File: src/rtl/uart_rx_pkg.sv
// Shared UART definitions: 8N1 frame constants, bit-period computation,
// receiver FSM state encoding and a 2-of-3 vote helper.
package uart_rx_pkg;

    localparam int DATA_BITS = 8;

    typedef enum logic [1:0] {
        ST_IDLE  = 2'd0,
        ST_START = 2'd1,
        ST_DATA  = 2'd2,
        ST_STOP  = 2'd3
    } rx_state_t;

    // Clock cycles per bit; the transmitter uses the same rounding.
    function automatic int calc_ticks_per_bit(input int clock_freq, input int baud_rate);
        return clock_freq / baud_rate;
    endfunction

    function automatic logic majority3(input logic a, input logic b, input logic c);
        return (a & b) | (a & c) | (b & c);
    endfunction

endpackage

File: src/rtl/uart_rx_sync.sv
// Two-flop synchronizer for the asynchronous serial line; resets to the
// idle (high) level so a reset never looks like a start bit.
module uart_rx_sync (
    input  logic clk,
    input  logic reset_n,
    input  logic i_async,
    output logic o_sync
);

    logic r_meta;
    logic r_sync;

    // Double-register the line into the clk domain.
    always_ff @(posedge clk or negedge reset_n) begin
        if (!reset_n) begin
            r_meta <= 1'b1;
            r_sync <= 1'b1;
        end else begin
            r_meta <= i_async;
            r_sync <= r_meta;
        end
    end

    assign o_sync = r_sync;

endmodule

File: src/rtl/uart_rx.sv
// 8N1 UART receiver: majority-voted mid-bit sampling, one-byte holding
// register with overrun detection, stop-bit framing error pulse.
module uart_rx
    import uart_rx_pkg::*;
#(
    parameter int CLOCK_FREQ = 50000000,
    parameter int BAUD_RATE  = 9600
) (
    input  logic                 clk,
    input  logic                 reset_n,
    input  logic                 rx,
    output logic [DATA_BITS-1:0] data_out,
    output logic                 data_valid,
    input  logic                 data_ready,
    output logic                 frame_err,
    output logic                 overrun,
    output logic                 rx_busy
);

    localparam int TICKS_PER_BIT = calc_ticks_per_bit(CLOCK_FREQ, BAUD_RATE);
    localparam int MID           = TICKS_PER_BIT / 2;

    localparam logic [15:0] TICK_LAST   = 16'(TICKS_PER_BIT - 1);
    localparam logic [15:0] TICK_MID_M1 = 16'(MID - 1);
    localparam logic [15:0] TICK_MID    = 16'(MID);
    localparam logic [15:0] TICK_MID_P1 = 16'(MID + 1);
    localparam logic [2:0]  LAST_BIT    = 3'(DATA_BITS - 1);

    rx_state_t              r_state;
    rx_state_t              w_next_state;
    logic                   w_rxs;
    logic [15:0]            r_tick;
    logic [2:0]             r_bit_idx;
    logic                   r_armed;
    logic [1:0]             r_settle;
    logic                   r_samp_a;
    logic                   r_samp_b;
    logic [DATA_BITS-1:0]   r_shift;
    logic                   w_tick_wrap;
    logic                   w_decide;
    logic                   w_bit_val;
    logic                   w_stop_decide;
    logic                   w_deliver;

    uart_rx_sync u_sync (
        .clk     (clk),
        .reset_n (reset_n),
        .i_async (rx),
        .o_sync  (w_rxs)
    );

    assign w_tick_wrap   = (r_tick == TICK_LAST);
    assign w_decide      = (r_tick == TICK_MID_P1);
    assign w_bit_val     = majority3(r_samp_a, r_samp_b, w_rxs);
    assign w_stop_decide = (r_state == ST_STOP) && w_decide;
    assign w_deliver     = w_stop_decide && w_bit_val;

    // FSM state register.
    always_ff @(posedge clk or negedge reset_n) begin
        if (!reset_n) begin
            r_state <= ST_IDLE;
        end else begin
            r_state <= w_next_state;
        end
    end

    // FSM next-state logic.
    always_comb begin
        w_next_state = r_state;
        case (r_state)
            ST_IDLE: begin
                if (!w_rxs && r_armed) w_next_state = ST_START;
                else                   w_next_state = ST_IDLE;
            end
            ST_START: begin
                if (w_decide && w_bit_val) w_next_state = ST_IDLE;
                else if (w_tick_wrap)      w_next_state = ST_DATA;
                else                       w_next_state = ST_START;
            end
            ST_DATA: begin
                if (w_tick_wrap && (r_bit_idx == LAST_BIT)) w_next_state = ST_STOP;
                else                                        w_next_state = ST_DATA;
            end
            ST_STOP: begin
                if (w_decide) w_next_state = ST_IDLE;
                else          w_next_state = ST_STOP;
            end
            default: w_next_state = ST_IDLE;
        endcase
    end

    // FSM output decode.
    always_comb begin
        rx_busy = 1'b0;
        if (r_state != ST_IDLE) rx_busy = 1'b1;
        else                    rx_busy = 1'b0;
    end

    // Bit timing, sampling, shifting and the output holding register.
    always_ff @(posedge clk or negedge reset_n) begin
        if (!reset_n) begin
            r_tick     <= 16'd0;
            r_bit_idx  <= 3'd0;
            r_armed    <= 1'b0;
            r_settle   <= 2'b00;
            r_samp_a   <= 1'b1;
            r_samp_b   <= 1'b1;
            r_shift    <= '0;
            data_out   <= '0;
            data_valid <= 1'b0;
            frame_err  <= 1'b0;
            overrun    <= 1'b0;
        end else begin
            // The synchronizer's reset value is not a real line observation,
            // so arming waits until genuine samples have propagated through.
            r_settle <= {r_settle[0], 1'b1};

            if (r_state == ST_IDLE || w_tick_wrap) r_tick <= 16'd0;
            else                                   r_tick <= r_tick + 16'd1;

            if (r_state != ST_IDLE && r_tick == TICK_MID_M1) r_samp_a <= w_rxs;
            if (r_state != ST_IDLE && r_tick == TICK_MID)    r_samp_b <= w_rxs;

            if (r_state == ST_IDLE && w_rxs && r_settle[1]) r_armed <= 1'b1;
            else if (w_stop_decide)                         r_armed <= 1'b0;

            if (r_state == ST_START)                     r_bit_idx <= 3'd0;
            else if (r_state == ST_DATA && w_tick_wrap)  r_bit_idx <= r_bit_idx + 3'd1;

            if (r_state == ST_DATA && w_decide) r_shift <= {w_bit_val, r_shift[DATA_BITS-1:1]};

            frame_err <= w_stop_decide && !w_bit_val;
            overrun   <= w_deliver && data_valid && !data_ready;

            if (w_deliver && (!data_valid || data_ready)) begin
                data_out   <= r_shift;
                data_valid <= 1'b1;
            end else if (data_valid && data_ready) begin
                data_valid <= 1'b0;
            end
        end
    end

endmodule
File: config.mk
export PLATFORM = sky130hd
export DESIGN_NAME = uart_rx
export DESIGN_NICKNAME = d
export VERILOG_FILES = /design/src/rtl/uart_rx_pkg.sv /design/src/rtl/uart_rx_sync.sv /design/src/rtl/uart_rx.sv
export SDC_FILE = /design/constraint.sdc
export NUM_CORES = 1
export LEC_CHECK = 0
export BUFFER_PORTS_ARGS = -buffer_cell sky130_fd_sc_hd__buf_4
export CAP_MARGIN = 25
export CORE_MARGIN = 5
export CORE_UTILIZATION = 44
export DETAILED_ROUTE_END_ITERATION = 6
export PLACE_DENSITY = 0.65
export SYNTH_ARGS = -nofsm -noshare
export SYNTH_HDL_FRONTEND = slang
export SYNTH_SLANG_ARGS = --single-unit
File: constraint.sdc
create_clock -name clk -period 6.89 [get_ports clk]
set_clock_uncertainty 0.2 [all_clocks]
set_input_delay 0.689 -clock clk [delete_from_list [all_inputs] [get_ports clk]]
set_output_delay 0.689 -clock clk [all_outputs]
set_load 0.1 [all_outputs]
# Word-level counts from Yosys, hierarchy flattened
# Index checks and enable logic that the tools add are counted.
# totals
ff_bits,47
latchBits,0
ramBits,0
romBits,0
output_inout_bits,12
mem_count,0
# classes
add_sub_neg,2
mul,0
div,0
magnitude_cmp,0
n_eq_ne,8
shifts,0
n_mux,14
bitwise_logic,5
reduce_logical,27
# op_table
op,count
16-bit by 12-bit equality test with 1-bit output (second input constant),3
16-bit by 1-bit adder with 16-bit output (second input constant),1
16-bit by 13-bit equality test with 1-bit output (second input constant),1
1-bit logical AND,16
16-bit 2-to-1 mux,1
2-bit one-hot mux with 4 select lines,1
2-bit nonzero test,4
1-bit 2-to-1 mux,7
2-bit 2-to-1 mux,3
3-bit 2-to-1 mux,2
2-bit equality test (second input constant),2
1-bit zero test,4
3-bit by 1-bit adder with 3-bit output (second input constant),1
1-bit bitwise AND,3
3-bit equality test (second input constant),1
2-bit by 1-bit equality test with 1-bit output (second input constant),1
2-bit zero test,1
1-bit logical OR,2
1-bit bitwise OR,2

# Depth between registers and ports, before layout
# Gate-level depths: netlist of the first run.
# logic_depth
depth_word,6
mapped_depth,7

# Cells and area by module
# Synthesis of the first run repeated with hierarchy kept, for this count alone.
# unflattened
cells_unflattened,195
area_unflattened_um2,2229.6
# by_module_without_submodules
mod,n_inst,cells_each,area_each_um2
uart_rx,1,193,2177.1
uart_rx_sync,1,2,52.6

# Worst setup path after synthesis of the first run
# Ideal clock, no wire load.
# synth_path
kind,register -> register
start,reg r_tick[1]
end,reg data_out[0]
setup_time_ns,0.125
t_arrival_ns,2.325
required_ns,6.565
path_slack_ns,4.239
path_stages_with_launch,8
path_cell_list,dfrtp_1 inv_1 ha_1 or4b_1 or4_1 or4_1 buf_6 mux2_4
# synth_between
elab_chain_cells,4
# synth_rtl
item,line,rtl
start: declaration,uart_rx.sv:32,logic [15:0] r_tick;
start signal: assignment,uart_rx.sv:119,else r_tick <= r_tick + 16'd1;
16-bit by 12-bit equality test with 1-bit output,uart_rx.sv:53,assign w_decide = (r_tick == TICK_MID_P1);
1-bit logical AND,uart_rx.sv:55,assign w_stop_decide = (r_state == ST_STOP) && w_decide;
1-bit logical AND,uart_rx.sv:56,assign w_deliver = w_stop_decide && w_bit_val;
1-bit logical AND,uart_rx.sv:135,if (w_deliver && (!data_valid || data_ready)) begin
end signal: assignment,uart_rx.sv:136,data_out <= r_shift;
end: declaration,uart_rx.sv:12,"output logic [DATA_BITS-1:0] data_out,"
# Every way passes these cells.
# A chain may end at the register's enable or synchronous reset.

# Worst setup path after layout of the first run
# layout_path
start,reg r_tick[1]
end,reg data_out[4]
# Same word-level chain as after synthesis.

==> results of run 1 <==
metal layers:
metal / GRT usage (%) / share of wire, % / routed length (um) / up-vias
met5: 0 / 0 / 0 / -
met4: 5.07 / 1.2 / 50 / 0
met3: 4.10 / 4.0 / 167 / 5
met2: 20.0 / 43 / 1800 / 26
met1: 21.6 / 51 / 2140 / 724
li1: - / - / - / 724
area by class of cell:
class                      count  area share [%]
sequential                    47            47.4
multi-input combinational    134            39.3
timing repair buffer          15            4.52
tap                           67            3.37
clock buffer                   5            2.76
clock inverter                 3            1.91
inverter                       5           0.753
critical path, cell delays in order (launching register included):
cell and delay (ns):
dfrtp_1 0.41, inv_1 0.09, ha_1 0.18, or4b_1 0.42
or4_1 0.40, or4_1 0.75, mux2_4 0.40
flip-flops by register name, indices dropped and copies added, names as in the netlist:
| register | flops |
|---|---|
| u_sync.o_sync | 1 |
| r_samp_a | 1 |
| r_tick | 16 |
| r_settle | 2 |
| u_sync.r_meta | 1 |
| r_armed | 1 |
| overrun | 1 |
| r_shift | 8 |
| frame_err | 1 |
| data_out | 8 |
| data_valid | 1 |
| r_bit_idx | 3 |
| r_samp_b | 1 |
| r_state | 2 |
worst paths after layout:
path / depth (start not counted) / slack, ns / to / startpoint
max: 6 / 3.92 / data_out[4]$_DFFE_PN0P_ / r_tick[1]$_DFF_PN0_
min: 0 / 0.16 / r_settle[1]$_DFF_PN0_ / r_settle[0]$_DFF_PN0_
max reg2reg: 6 / 3.92 / data_out[4]$_DFFE_PN0P_ / r_tick[1]$_DFF_PN0_
min reg2reg: 0 / 0.16 / r_settle[1]$_DFF_PN0_ / r_settle[0]$_DFF_PN0_
max in group asynchronous: 1 / 5.91 / r_armed$_DFFE_PN0P_ / reset_n
min in group asynchronous: 1 / 0.18 / r_tick[6]$_DFF_PN0_ / reset_n
per-stage QoR:
stage | utilization, % | hold slack (ns)
after floorplan | - | 0.131
after global placement | 49.3 | 0.135
after detailed placement | 49.3 | 0.140
after CTS | 51.7 | 0.160
after global routing | 51.7 | 0.171
final | 51.7 | 0.157
layout by cell type (no fill, tap or decap), types with 3 or more instances in the layout:
cell      count
dfrtp_1      43
nor2_1       17
buf_4        15
nand2_1      14
mux2_2       10
nand4_1       9
mux2_4        8
o21ai_0       7
a21oi_1       6
xnor2_1       6
inv_1         5
nand3_1       5
xor2_1        5
ha_1          5
clkbuf_8      5
nor4bb_1      4
nor3_1        4
nor4_1        4
dfstp_2       4
or3_1         3
or4_1         3
a22o_1        3
cells by family after synthesis:
logic type      after synthesis  synth area share (%)
mux                          18                  10.5
flops                        47                  53.1
simple gates                 77                  19.8
buf+inv                      13                  2.98
compound gates               21                  5.90
fa+ha+maj                     6                  3.26
xor+xnor                     11                  4.33
other cells                   1                 0.168
power breakdown:
part           internal, mW  switching (mW)  total, mW
registers             0.298          0.0420      0.340
logic                0.0368          0.0415     0.0783
clock network         0.110          0.0966      0.207
total                 0.445           0.180      0.625
==> impl_metrics.prom, run 1 <==
# TYPE chip_impl_metric gauge
chip_impl_metric{name="place.detailed.instances",unit=""} 268
chip_impl_metric{name="placement_rows",unit=""} 25
chip_impl_metric{name="netlist_area",unit="um2"} 2230
chip_impl_metric{name="synth_warnings",unit=""} 0
chip_impl_metric{name="pin_count",unit=""} 16
chip_impl_metric{name="gp_congestion",unit=""} 0.815
chip_impl_metric{name="worst_case_setup_margin_in_the_final_layout",unit="ns"} 3.92
chip_impl_metric{name="area_growth",unit="%"} 11.9
chip_impl_metric{name="cts_setup_buffers",unit=""} 0
chip_impl_metric{name="multi_input_comb_area",unit="um2"} 978
chip_impl_metric{name="antenna_found_initial",unit=""} 0
chip_impl_metric{name="drtAntennaViolNets",unit=""} 0
chip_impl_metric{name="clockBufferDepth",unit=""} 2
chip_impl_info{name="synth-main-ff-cell",value="dfrtp_1"} 1
chip_impl_metric{name="max_freq",unit="MHz"} 337
chip_impl_metric{name="num-nets-final",unit=""} 217
chip_impl_metric{name="finalMaxSlewViolations",unit=""} 0
chip_impl_metric{name="ys_seq_elements",unit=""} 47
chip_impl_info{name="synth_area_leaders",value="dfrtp_1, mux2_4, mux2_2, dfstp_2, nor2_1"} 1
chip_impl_metric{name="overall_die_area",unit="um2"} 6580
chip_impl_info{name="hold_path_class",value="flip-flop to flip-flop"} 1
chip_impl_metric{name="synth.distinct_cells",unit=""} 42
chip_impl_metric{name="syn_avg_cell_area",unit="um2"} 11.5
chip_impl_metric{name="stdcell_count",unit=""} 276
chip_impl_metric{name="drt_iter0_drc",unit=""} 72
chip_impl_metric{name="syn_nets",unit=""} 203
chip_impl_info{name="post-synth-top-count-cell",value="dfrtp_1"} 1
chip_impl_metric{name="grt_max_degree",unit=""} 48
chip_impl_info{name="timing.critical_path.from_type",value="flip-flop"} 1
chip_impl_info{name="synth_common_cells",value="dfrtp_1, nor2_1, nand2_1"} 1
chip_impl_metric{name="fp.dieW",unit="um"} 81.1
chip_impl_metric{name="first_pass_iteration_count_of_the_detailed_router",unit=""} 4
chip_impl_metric{name="critical_path_arrival",unit="ns"} 2.96
chip_impl_metric{name="cts_hold_repair.buffers",unit=""} 0
chip_impl_metric{name="floorplan.initialDensity",unit="%"} 46.2
chip_impl_metric{name="cts_made_buffers",unit=""} 5
chip_impl_metric{name="final.setup.tns",unit="ns"} 0
chip_impl_metric{name="timing_hold_violations_final",unit=""} 0
chip_impl_metric{name="power-per-cell-area",unit="nW/um2"} 251
chip_impl_metric{name="num_antenna_cells",unit=""} 0
chip_impl_metric{name="critPathRequiredTime",unit="ns"} 6.88
chip_impl_metric{name="grt_overflow_total",unit=""} 0
chip_impl_info{name="cts-root-buf",value="clkbuf_8"} 1
chip_impl_metric{name="final_layout_size_suffix_gt1_share",unit="%"} 23.9
chip_impl_metric{name="timing.slew.headroom",unit="%"} 35.0
chip_impl_metric{name="max_slew.worst_pin.slew",unit="ns"} 0.966
chip_impl_metric{name="leakagePower",unit="nW"} 1.14
chip_impl_metric{name="htree_levels",unit=""} 2
chip_impl_metric{name="max_cap_violations",unit=""} 0
chip_impl_metric{name="synth_enable_flop_cells",unit=""} 0
chip_impl_metric{name="post_cts_resize_count",unit=""} 0
chip_impl_metric{name="grt.total_usage",unit="%"} 14.5
chip_impl_metric{name="vias_in_the_first_global_route",unit=""} 1403
chip_impl_metric{name="grt_first_pass_wirelength",unit="um"} 7220
chip_impl_metric{name="synth_sequential_area_ratio",unit="%"} 53.1
chip_impl_metric{name="route.detailed.wl_per_inst",unit="um"} 15.0
chip_impl_metric{name="routed_wl",unit="um"} 4150
chip_impl_metric{name="final_period_minus_worst_setup_slack",unit="ns"} 2.97
chip_impl_metric{name="detailed_place.area",unit="um2"} 2370
chip_impl_metric{name="async_reset_ff_share",unit="%"} 100
chip_impl_metric{name="setup_viol",unit=""} 0
chip_impl_metric{name="p_total",unit="uW"} 625
chip_impl_info{name="biggest_area_consumer_among_synthesized_cells",value="dfrtp_1"} 1
chip_impl_metric{name="cp_max_fo",unit=""} 8
chip_impl_metric{name="fillerInstances",unit=""} 465
chip_impl_metric{name="final_area",unit="um2"} 2490
chip_impl_info{name="rsz0062_at_grt",value="no"} 1
chip_impl_metric{name="viasPerCell",unit=""} 5.36
chip_impl_info{name="cts_tree",value="yes"} 1
chip_impl_info{name="outcome",value="finished, final reports clean"} 1
chip_impl_metric{name="core_area",unit="um2"} 4820
chip_impl_metric{name="place_worst_setup_slack",unit="ns"} 3.93
chip_impl_metric{name="fin_crit_sh",unit="%"} 43.1
chip_impl_metric{name="cts_num_sinks",unit=""} 47
chip_impl_metric{name="synth_top_area_share",unit="%"} 48.3
chip_impl_metric{name="dp_hpwl",unit="um"} 2860
chip_impl_metric{name="irDropWorstVdd",unit="V"} 0.000218
chip_impl_metric{name="clk_lat_worst_skew",unit="ns"} 0.30
chip_impl_metric{name="regArea",unit="um2"} 1180
chip_impl_info{name="worstSetupEndpointType",value="flip-flop"} 1
chip_impl_info{name="criticalPathCategory",value="flip-flop to flip-flop"} 1
chip_impl_metric{name="post_route_drc",unit=""} 0
chip_impl_metric{name="die_h",unit="um"} 81.1
chip_impl_metric{name="path_clk_slew",unit="ns"} 0.09
chip_impl_metric{name="port_buffers",unit=""} 15
chip_impl_metric{name="num_vias",unit=""} 1479
chip_impl_metric{name="postSynthCellCount",unit=""} 194
Note: power is estimated with default switching activity, not from simulation.
==> inputs of run 2 (changes only) <==
==> constraint.sdc (replaced) <==
create_clock -name clk -period 2.8 [get_ports clk]
set_clock_uncertainty 0.2 [all_clocks]
set_input_delay 0.28 -clock clk [delete_from_list [all_inputs] [get_ports clk]]
set_output_delay 0.28 -clock clk [all_outputs]
set_load 0.1 [all_outputs]
==> impl_metrics.prom, run 2 (synthesis gave the netlist of run 1 again) <==
# TYPE chip_impl_metric gauge
chip_impl_info{name="outcome",value="finished, final reports clean"} 1
chip_impl_info{name="biggest_register",value="r_tick"} 1
chip_impl_metric{name="cp_max_fo",unit=""} 8
chip_impl_info{name="mostFrequentLayoutCells",value="dfrtp_1, buf_4, nor2_1"} 1
chip_impl_metric{name="floorplan.initialDensity",unit="%"} 46.2
chip_impl_metric{name="port_buffers",unit=""} 15
chip_impl_metric{name="fin_hold_ws",unit="ns"} 0.0760
chip_impl_metric{name="irDropWorstVdd",unit="V"} 0.000507
chip_impl_metric{name="grt_first_pass_wirelength",unit="um"} 7440
chip_impl_info{name="worstSetupEndpointType",value="flip-flop"} 1
chip_impl_metric{name="place_worst_setup_slack",unit="ns"} 0.0251
chip_impl_metric{name="critPathRequiredTime",unit="ns"} 2.79
chip_impl_metric{name="finalMaxSlewViolations",unit=""} 0
chip_impl_metric{name="dp_hpwl",unit="um"} 2870
chip_impl_metric{name="route.detailed.wl_per_inst",unit="um"} 14.7
chip_impl_info{name="cts-root-buf",value="clkbuf_8"} 1
chip_impl_metric{name="stdcell_count",unit=""} 288
chip_impl_info{name="rsz0062_at_grt",value="no"} 1
chip_impl_metric{name="cts_num_sinks",unit=""} 47
chip_impl_info{name="timing.critical_path.cells",value="inv_2, ha_4, or4b_1, or4_1, or4_4, buf_12, mux2_4"} 1
chip_impl_metric{name="pin_count",unit=""} 16
chip_impl_info{name="worstReg2RegStart",value="r_tick[1]$_DFF_PN0_"} 1
chip_impl_metric{name="final_area",unit="um2"} 2640
chip_impl_metric{name="path_clk_slew",unit="ns"} 0.10
chip_impl_metric{name="clockBufferDepth",unit=""} 2
chip_impl_metric{name="die_h",unit="um"} 81.1
chip_impl_metric{name="final_layout_size_suffix_gt1_share",unit="%"} 28.5
chip_impl_metric{name="clk_lat_worst_skew",unit="ns"} 0.31
chip_impl_metric{name="grt_overflow_total",unit=""} 0
chip_impl_metric{name="antenna_found_initial",unit=""} 0
chip_impl_metric{name="detailed_place.area",unit="um2"} 2440
chip_impl_metric{name="setup_viol",unit=""} 0
chip_impl_metric{name="critical-path-max-stage-delay",unit="ns"} 0.51
chip_impl_metric{name="max_cap_violations",unit=""} 0
chip_impl_metric{name="first_pass_iteration_count_of_the_detailed_router",unit=""} 4
chip_impl_metric{name="num_antenna_cells",unit=""} 0
chip_impl_info{name="layout_commonest_cell",value="dfrtp_1"} 1
chip_impl_metric{name="grt.total_usage",unit="%"} 14.9
chip_impl_info{name="criticalPathCategory",value="flip-flop to flip-flop"} 1
chip_impl_info{name="holdCritStartpoint",value="data_ready"} 1
chip_impl_metric{name="grt_max_degree",unit=""} 48
chip_impl_metric{name="power-per-cell-area",unit="nW/um2"} 648
chip_impl_metric{name="overall_die_area",unit="um2"} 6580
chip_impl_metric{name="final_period_minus_worst_setup_slack",unit="ns"} 2.73
chip_impl_metric{name="post_route_drc",unit=""} 0
chip_impl_metric{name="setup.reg_to_reg.worst_slack",unit="ns"} 0.07
chip_impl_metric{name="routed_wl",unit="um"} 4240
chip_impl_metric{name="critical_path_arrival",unit="ns"} 2.72
chip_impl_info{name="cpMaxStageDelayCell",value="or4_4"} 1
chip_impl_metric{name="leakagePower",unit="nW"} 1.21
chip_impl_metric{name="num_vias",unit=""} 1528
chip_impl_info{name="timing.critical_path.from_type",value="flip-flop"} 1
chip_impl_metric{name="area_growth",unit="%"} 18.5
chip_impl_info{name="hold_path_class",value="primary input to flip-flop"} 1
chip_impl_info{name="critical_path.top_delay_family",value="simple AND/OR/NAND/NOR gates"} 1
chip_impl_metric{name="place.detailed.instances",unit=""} 277
chip_impl_info{name="largest_registers",value="r_tick: 16 flops, data_out: 8 flops, r_shift: 8 flops"} 1
chip_impl_info{name="cts_tree",value="yes"} 1
chip_impl_metric{name="fin_crit_sh",unit="%"} 97.5
chip_impl_metric{name="max_slew.worst_pin.slew",unit="ns"} 0.575
chip_impl_metric{name="vias_in_the_first_global_route",unit=""} 1517
chip_impl_metric{name="cts_made_buffers",unit=""} 5
chip_impl_metric{name="worst_case_setup_margin_in_the_final_layout",unit="ns"} 0.0707
chip_impl_metric{name="max_freq",unit="MHz"} 366
chip_impl_metric{name="viasPerCell",unit=""} 5.31
chip_impl_metric{name="fp.dieW",unit="um"} 81.1
chip_impl_metric{name="gp_congestion",unit=""} 0.797
chip_impl_metric{name="htree_levels",unit=""} 2
chip_impl_metric{name="timing.slew.headroom",unit="%"} 61.7
chip_impl_metric{name="drtAntennaViolNets",unit=""} 0
chip_impl_metric{name="core_area",unit="um2"} 4820
chip_impl_metric{name="drt_iter0_drc",unit=""} 75
chip_impl_metric{name="largest_reg_flops",unit=""} 16
chip_impl_metric{name="placement_rows",unit=""} 25
chip_impl_metric{name="final.setup.tns",unit="ns"} 0
chip_impl_metric{name="timing_hold_violations_final",unit=""} 0
chip_impl_metric{name="num-nets-final",unit=""} 229
chip_impl_info{name="critPathLaunch",value="r_tick[1]$_DFF_PN0_"} 1
chip_impl_metric{name="worst-path-buf-inv",unit=""} 2
## run 2: path summary, 6_finish.rpt
| kind | end | depth (start not counted) |
|---|---|---|
| hold / removal | overrun$_DFF_PN0_ | 3 |
| max in group asynchronous | data_out[3]$_DFFE_PN0P_ | 2 |
| setup reg to reg | data_out[3]$_DFFE_PN0P_ | 7 |
| hold reg to reg | u_sync.o_sync$_DFF_PN1_ | 0 |
| setup / recovery | data_out[3]$_DFFE_PN0P_ | 7 |
| min in group asynchronous | r_tick[6]$_DFF_PN0_ | 2 |
## run 2: through the flow
step | utilization [%] | total power, mW
6_report | 54.8 | 1.71
5_1_grt | 54.8 | 1.80
4_1_cts | 54.0 | 1.70
3_5_place_dp | 50.7 | 1.09
3_3_place_gp | 50.7 | 1.09
2_1_floorplan | - | 0.994
## run 2: per-layer routing
layer	GRT usage (%)	vias up	part of all wire [%]
met3	3.88	4	3.8
met4	5.41	0	1.6
met1	21.5	746	50
met2	21.4	27	44
met5	0	-	0
li1	-	751	-
## run 2: area by class of cell
| type | instances | area, um2 |
|---|---|---|
| clock buffers | 5 | 68.8 |
| clock inverters | 3 | 71.3 |
| fillers | 438 | 2180 |
| inverters | 5 | 18.8 |
| multi-input cells | 134 | 995 |
| flip-flops and latches | 47 | 1180 |
| well taps | 67 | 83.8 |
| repair buffers | 27 | 220 |
## run 2: timing repair
item / 4_1_cts / 5_1_grt
setup buffers: 0 / 1
endpoints found under the setup margin: 0 / 8
hold endpoints to repair: 44 / 0
hold buffers: 2 / 0
gates resized for setup: 0 / 7
## run 2: power breakdown
part           leakage, nW  internal, mW  switching, mW  total, mW
Clock               0.0703         0.362          0.247      0.610
Combinational        0.528         0.138          0.168      0.306
Sequential           0.616         0.733         0.0613      0.795
Total                 1.21          1.23          0.476       1.71
## run 2: worst min-delay path: cells and delay by family
family	cells	cell delay, ns
buf+inv	1	0.07
simple gates	2	0.20
==> inputs of run 3 (changes only) <==
--- a/config.mk
+++ b/config.mk
@@ -10,7 +10,8 @@
 export CORE_MARGIN = 5
 export CORE_UTILIZATION = 44
 export DETAILED_ROUTE_END_ITERATION = 6
-export PLACE_DENSITY = 0.65
+export PLACE_DENSITY = 0.68
 export SYNTH_ARGS = -nofsm -noshare
 export SYNTH_HDL_FRONTEND = slang
+export SYNTH_HIERARCHICAL = 1
 export SYNTH_SLANG_ARGS = --single-unit
==> constraint.sdc (replaced) <==
create_clock -name clk -period 2.48 [get_ports clk]
set_clock_uncertainty 0.2 [all_clocks]
set_input_delay 0.248 -clock clk [delete_from_list [all_inputs] [get_ports clk]]
set_output_delay 0.248 -clock clk [all_outputs]
set_load 0.1 [all_outputs]
==> impl_metrics.prom, run 3 <==
# TYPE chip_impl_metric gauge
chip_impl_info{name="outcome",value="complete, but fails checks"} 1
chip_impl_info{name="failing_checks",value="setup timing"} 1
chip_impl_info{name="mostFrequentLayoutCells",value="dfrtp_1, buf_4, nor2_1"} 1
chip_impl_info{name="cts_tree",value="yes"} 1
chip_impl_metric{name="grt_max_degree",unit=""} 48
chip_impl_metric{name="syn_avg_cell_area",unit="um2"} 11.4
chip_impl_info{name="post-synth-top-count-cell",value="dfrtp_1"} 1
chip_impl_info{name="rsz0062_at_grt",value="yes"} 1
chip_impl_metric{name="first_pass_iteration_count_of_the_detailed_router",unit=""} 4
chip_impl_metric{name="timing_hold_violations_final",unit=""} 0
chip_impl_info{name="cts-root-buf",value="clkbuf_8"} 1
chip_impl_metric{name="netlist_area",unit="um2"} 2230
chip_impl_metric{name="postSynthCellCount",unit=""} 195
chip_impl_metric{name="drt_iter0_drc",unit=""} 61
chip_impl_metric{name="netSwitchingFraction",unit="%"} 29.0
chip_impl_info{name="timing.critical_path.cells",value="inv_2, ha_4, or4b_1, or4_1, or4_1, buf_6, mux2_4"} 1
chip_impl_metric{name="route.detailed.wl_per_inst",unit="um"} 13.4
chip_impl_metric{name="num_antenna_cells",unit=""} 0
chip_impl_metric{name="drtAntennaViolNets",unit=""} 0
chip_impl_metric{name="antenna_found_initial",unit=""} 0
chip_impl_metric{name="floorplan.initialDensity",unit="%"} 44.5
chip_impl_metric{name="post_route_drc",unit=""} 0
chip_impl_metric{name="cell_internal_pwr",unit="mW"} 1.24
chip_impl_metric{name="grt.total_usage",unit="%"} 14.3
chip_impl_metric{name="max_freq",unit="MHz"} 374
chip_impl_info{name="layout_commonest_cell",value="dfrtp_1"} 1
chip_impl_metric{name="vias_in_the_first_global_route",unit=""} 1539
chip_impl_metric{name="clockBufferDepth",unit=""} 2
chip_impl_metric{name="syn_nets",unit=""} 204
chip_impl_info{name="holdCritStartpoint",value="data_ready"} 1
chip_impl_info{name="worst_hold_path.endpoint",value="overrun$_DFF_PN0_"} 1
chip_impl_info{name="biggest_register",value="r_tick"} 1
chip_impl_metric{name="overall_die_area",unit="um2"} 6590
chip_impl_metric{name="clk_lat_worst_skew",unit="ns"} 0.30
chip_impl_info{name="worstSetupEndpointType",value="flip-flop"} 1
chip_impl_info{name="timing.critical_path.from_type",value="flip-flop"} 1
chip_impl_metric{name="finalMaxSlewViolations",unit=""} 0
chip_impl_metric{name="num-nets-final",unit=""} 244
chip_impl_metric{name="critPathRequiredTime",unit="ns"} 2.47
chip_impl_info{name="criticalPathCategory",value="flip-flop to flip-flop"} 1
chip_impl_metric{name="max_slew.worst_pin.slew",unit="ns"} 0.575
chip_impl_metric{name="path_clk_slew",unit="ns"} 0.08
chip_impl_metric{name="largest_reg_flops",unit=""} 16
chip_impl_metric{name="power-per-cell-area",unit="nW/um2"} 651
chip_impl_metric{name="critical-path-max-stage-delay",unit="ns"} 0.49
chip_impl_info{name="cpMaxStageDelayCell",value="or4_1"} 1
chip_impl_metric{name="grt_overflow_total",unit=""} 0
chip_impl_metric{name="grt_first_pass_wirelength",unit="um"} 7130
chip_impl_metric{name="die_h",unit="um"} 81.2
chip_impl_metric{name="power_switching",unit="uW"} 506
chip_impl_metric{name="synth_sequential_area_ratio",unit="%"} 53.0
chip_impl_metric{name="routed_wl",unit="um"} 4100
chip_impl_metric{name="synth_warnings",unit=""} 6
chip_impl_metric{name="core_area",unit="um2"} 5010
chip_impl_metric{name="synth_enable_flop_cells",unit=""} 0
chip_impl_metric{name="port_buffers",unit=""} 15
chip_impl_metric{name="async_reset_ff_share",unit="%"} 100
chip_impl_metric{name="place.detailed.instances",unit=""} 292
chip_impl_metric{name="pin_count",unit=""} 16
chip_impl_metric{name="max_cap_violations",unit=""} 0
chip_impl_metric{name="synth_top_area_share",unit="%"} 48.3
chip_impl_metric{name="power.share.combinational",unit="%"} 25.4
chip_impl_metric{name="stdcell_count",unit=""} 306
chip_impl_metric{name="final_period_minus_worst_setup_slack",unit="ns"} 2.67
chip_impl_metric{name="synth.distinct_cells",unit=""} 42
chip_impl_metric{name="area_growth",unit="%"} 20.2
chip_impl_metric{name="cp_max_fo",unit=""} 8
chip_impl_info{name="synth_common_cells",value="dfrtp_1, nor2_1, nand2_1"} 1
chip_impl_metric{name="critical_path_arrival",unit="ns"} 2.66
chip_impl_metric{name="num_vias",unit=""} 1593
chip_impl_metric{name="p_total",unit="mW"} 1.75
chip_impl_metric{name="power_frac_seq",unit="%"} 49.6
chip_impl_metric{name="setup_viol",unit=""} 8
chip_impl_metric{name="worst_case_setup_margin_in_the_final_layout",unit="ns"} -0.191
chip_impl_metric{name="cts_made_buffers",unit=""} 5
chip_impl_metric{name="dp_hpwl",unit="um"} 2880
chip_impl_metric{name="setup.reg_to_reg.worst_slack",unit="ns"} -0.19
chip_impl_metric{name="whs_path_depth",unit=""} 3
chip_impl_metric{name="final_layout_size_suffix_gt1_share",unit="%"} 31.4
chip_impl_info{name="critical_path.most_common_cell",value="or4_1"} 1
chip_impl_metric{name="fin_crit_sh",unit="%"} 108
chip_impl_metric{name="timing.slew.headroom",unit="%"} 61.7
chip_impl_metric{name="ys_seq_elements",unit=""} 47
chip_impl_metric{name="pwr-share-clk",unit="%"} 24.9
chip_impl_metric{name="fp.dieW",unit="um"} 81.2
chip_impl_info{name="largest_registers",value="r_tick: 16 flops, data_out: 8 flops, r_shift: 8 flops"} 1
chip_impl_info{name="biggest_area_consumer_among_synthesized_cells",value="dfrtp_1"} 1
chip_impl_info{name="synth_area_leaders",value="dfrtp_1, mux2_4, mux2_2, dfstp_2, nor2_1"} 1
chip_impl_info{name="worstReg2RegStart",value="r_tick[1]$_DFF_PN0_"} 1
chip_impl_info{name="synth-main-ff-cell",value="dfrtp_1"} 1
chip_impl_metric{name="leakagePower",unit="nW"} 1.25
chip_impl_info{name="crit-reg2reg-capture",value="data_out[7]$_DFFE_PN0P_"} 1
chip_impl_metric{name="placement_rows",unit=""} 26
chip_impl_metric{name="irDropWorstVdd",unit="V"} 0.000452
chip_impl_metric{name="worst_r2r_path_depth",unit=""} 7
chip_impl_metric{name="gp_congestion",unit=""} 0.795
chip_impl_metric{name="htree_levels",unit=""} 2
chip_impl_info{name="hold_path_class",value="primary input to flip-flop"} 1
chip_impl_metric{name="viasPerCell",unit=""} 5.21
chip_impl_metric{name="cts_num_sinks",unit=""} 47
-- run 3: cell count changes in the layout (fill, tap and decap cells not counted) --
| cell | before | now |
|---|---|---|
| buf_4 | 24 | 38 |
| bufinv_16 | 2 | 0 |
| clkbuf_1 | 0 | 2 |
| buf_12 | 1 | 0 |
| buf_6 | 0 | 1 |
| clkinv_2 | 0 | 1 |
| inv_1 | 4 | 5 |
| inv_8 | 1 | 0 |
| or4_1 | 2 | 3 |
| or4_4 | 1 | 0 |
-- run 3: cell families (layout without fill, tap and decap cells) --
family / after synthesis / in the layout / share of synthesized area, %
DFF: 47 / 47 / 53.0
muxes: 18 / 18 / 10.4
adders and majority gates: 6 / 6 / 3.25
buffers and inverters: 14 / 55 / 3.14
AOI/OAI and AO/OA: 21 / 21 / 5.89
xor gates and xnor gates: 11 / 11 / 4.32
and+or+nand+nor: 77 / 77 / 19.8
other: 1 / 1 / 0.168
-- run 3: routing by layer --
metal	track usage, %	routed length, um	vias up
met5	0	0	-
met4	6.08	46	0
met3	3.33	180	5
met2	21.9	1910	30
met1	19.4	1970	773
li1	-	-	785
-- run 3: final cells by class --
| cell class | instances | area, um2 |
|---|---|---|
| tap | 70 | 87.6 |
| inverter | 6 | 22.5 |
| timing repair buffer | 41 | 317 |
| clock inverter | 1 | 5.00 |
| multi-input combinational | 134 | 991 |
| sequential | 47 | 1180 |
| fill | 471 | 2330 |
| clock buffer | 7 | 76.3 |
-- run 3: repair_timing --
action / in CTS / in global routing
pin swaps: 0 / 0
endpoints found under the hold margin: 44 / 0
setup endpoints to repair: 8 / 8
setup buffers: 3 / 1
resized for setup: 4 / 0
hold buffers: 2 / 0
-- run 3: critical path, delay by kind of cell, from the launching register on --
family / cells / cell delay (ns)
adders and majority gates: 1 / 0.12
buffers and inverters: 2 / 0.25
DFF: 1 / 0.40
muxes: 1 / 0.30
and+or+nand+nor: 3 / 1.30
-- run 3: per-stage QoR --
step	setup WS (ns)	hold slack, ns	TNS (ns)	area, um2	utilization [%]
6_report	-0.191	0.0647	-1.47	2680	53.5
5_1_grt	-0.259	0.0919	-1.99	2680	53.5
4_1_cts	-0.180	0.0544	-1.37	2670	53.3
3_5_place_dp	-0.228	0.0868	-1.78	2530	50.5
3_3_place_gp	-0.184	0.0858	-1.47	2530	50.5
2_1_floorplan	-0.171	-0.248	-1.37	2230	-
-- run 3: power groups by stage --
stage                     clock network [mW]  registers, mW  logic (mW)
final                                  0.435          0.867       0.444
after global routing                   0.491          0.877       0.490
after CTS                              0.454          0.865       0.432
after detailed placement                   0          0.878       0.385
after global placement                     0          0.875       0.379
after floorplan                            0          0.877       0.246
-- run 3: how the worst max path moves through the flow --
stage                                          to  slack (ns)                start  depth (start not counted)
after floorplan           data_out[0]$_DFFE_PN0P_       -0.17  r_tick[1]$_DFF_PN0_                          7
after global placement    data_out[6]$_DFFE_PN0P_       -0.18  r_tick[1]$_DFF_PN0_                          7
after detailed placement  data_out[7]$_DFFE_PN0P_       -0.23  r_tick[1]$_DFF_PN0_                          7
after CTS                 data_out[7]$_DFFE_PN0P_       -0.18  r_tick[1]$_DFF_PN0_                          7
after global routing      data_out[7]$_DFFE_PN0P_       -0.26  r_tick[1]$_DFF_PN0_                          7
final                     data_out[7]$_DFFE_PN0P_       -0.19  r_tick[1]$_DFF_PN0_                          7
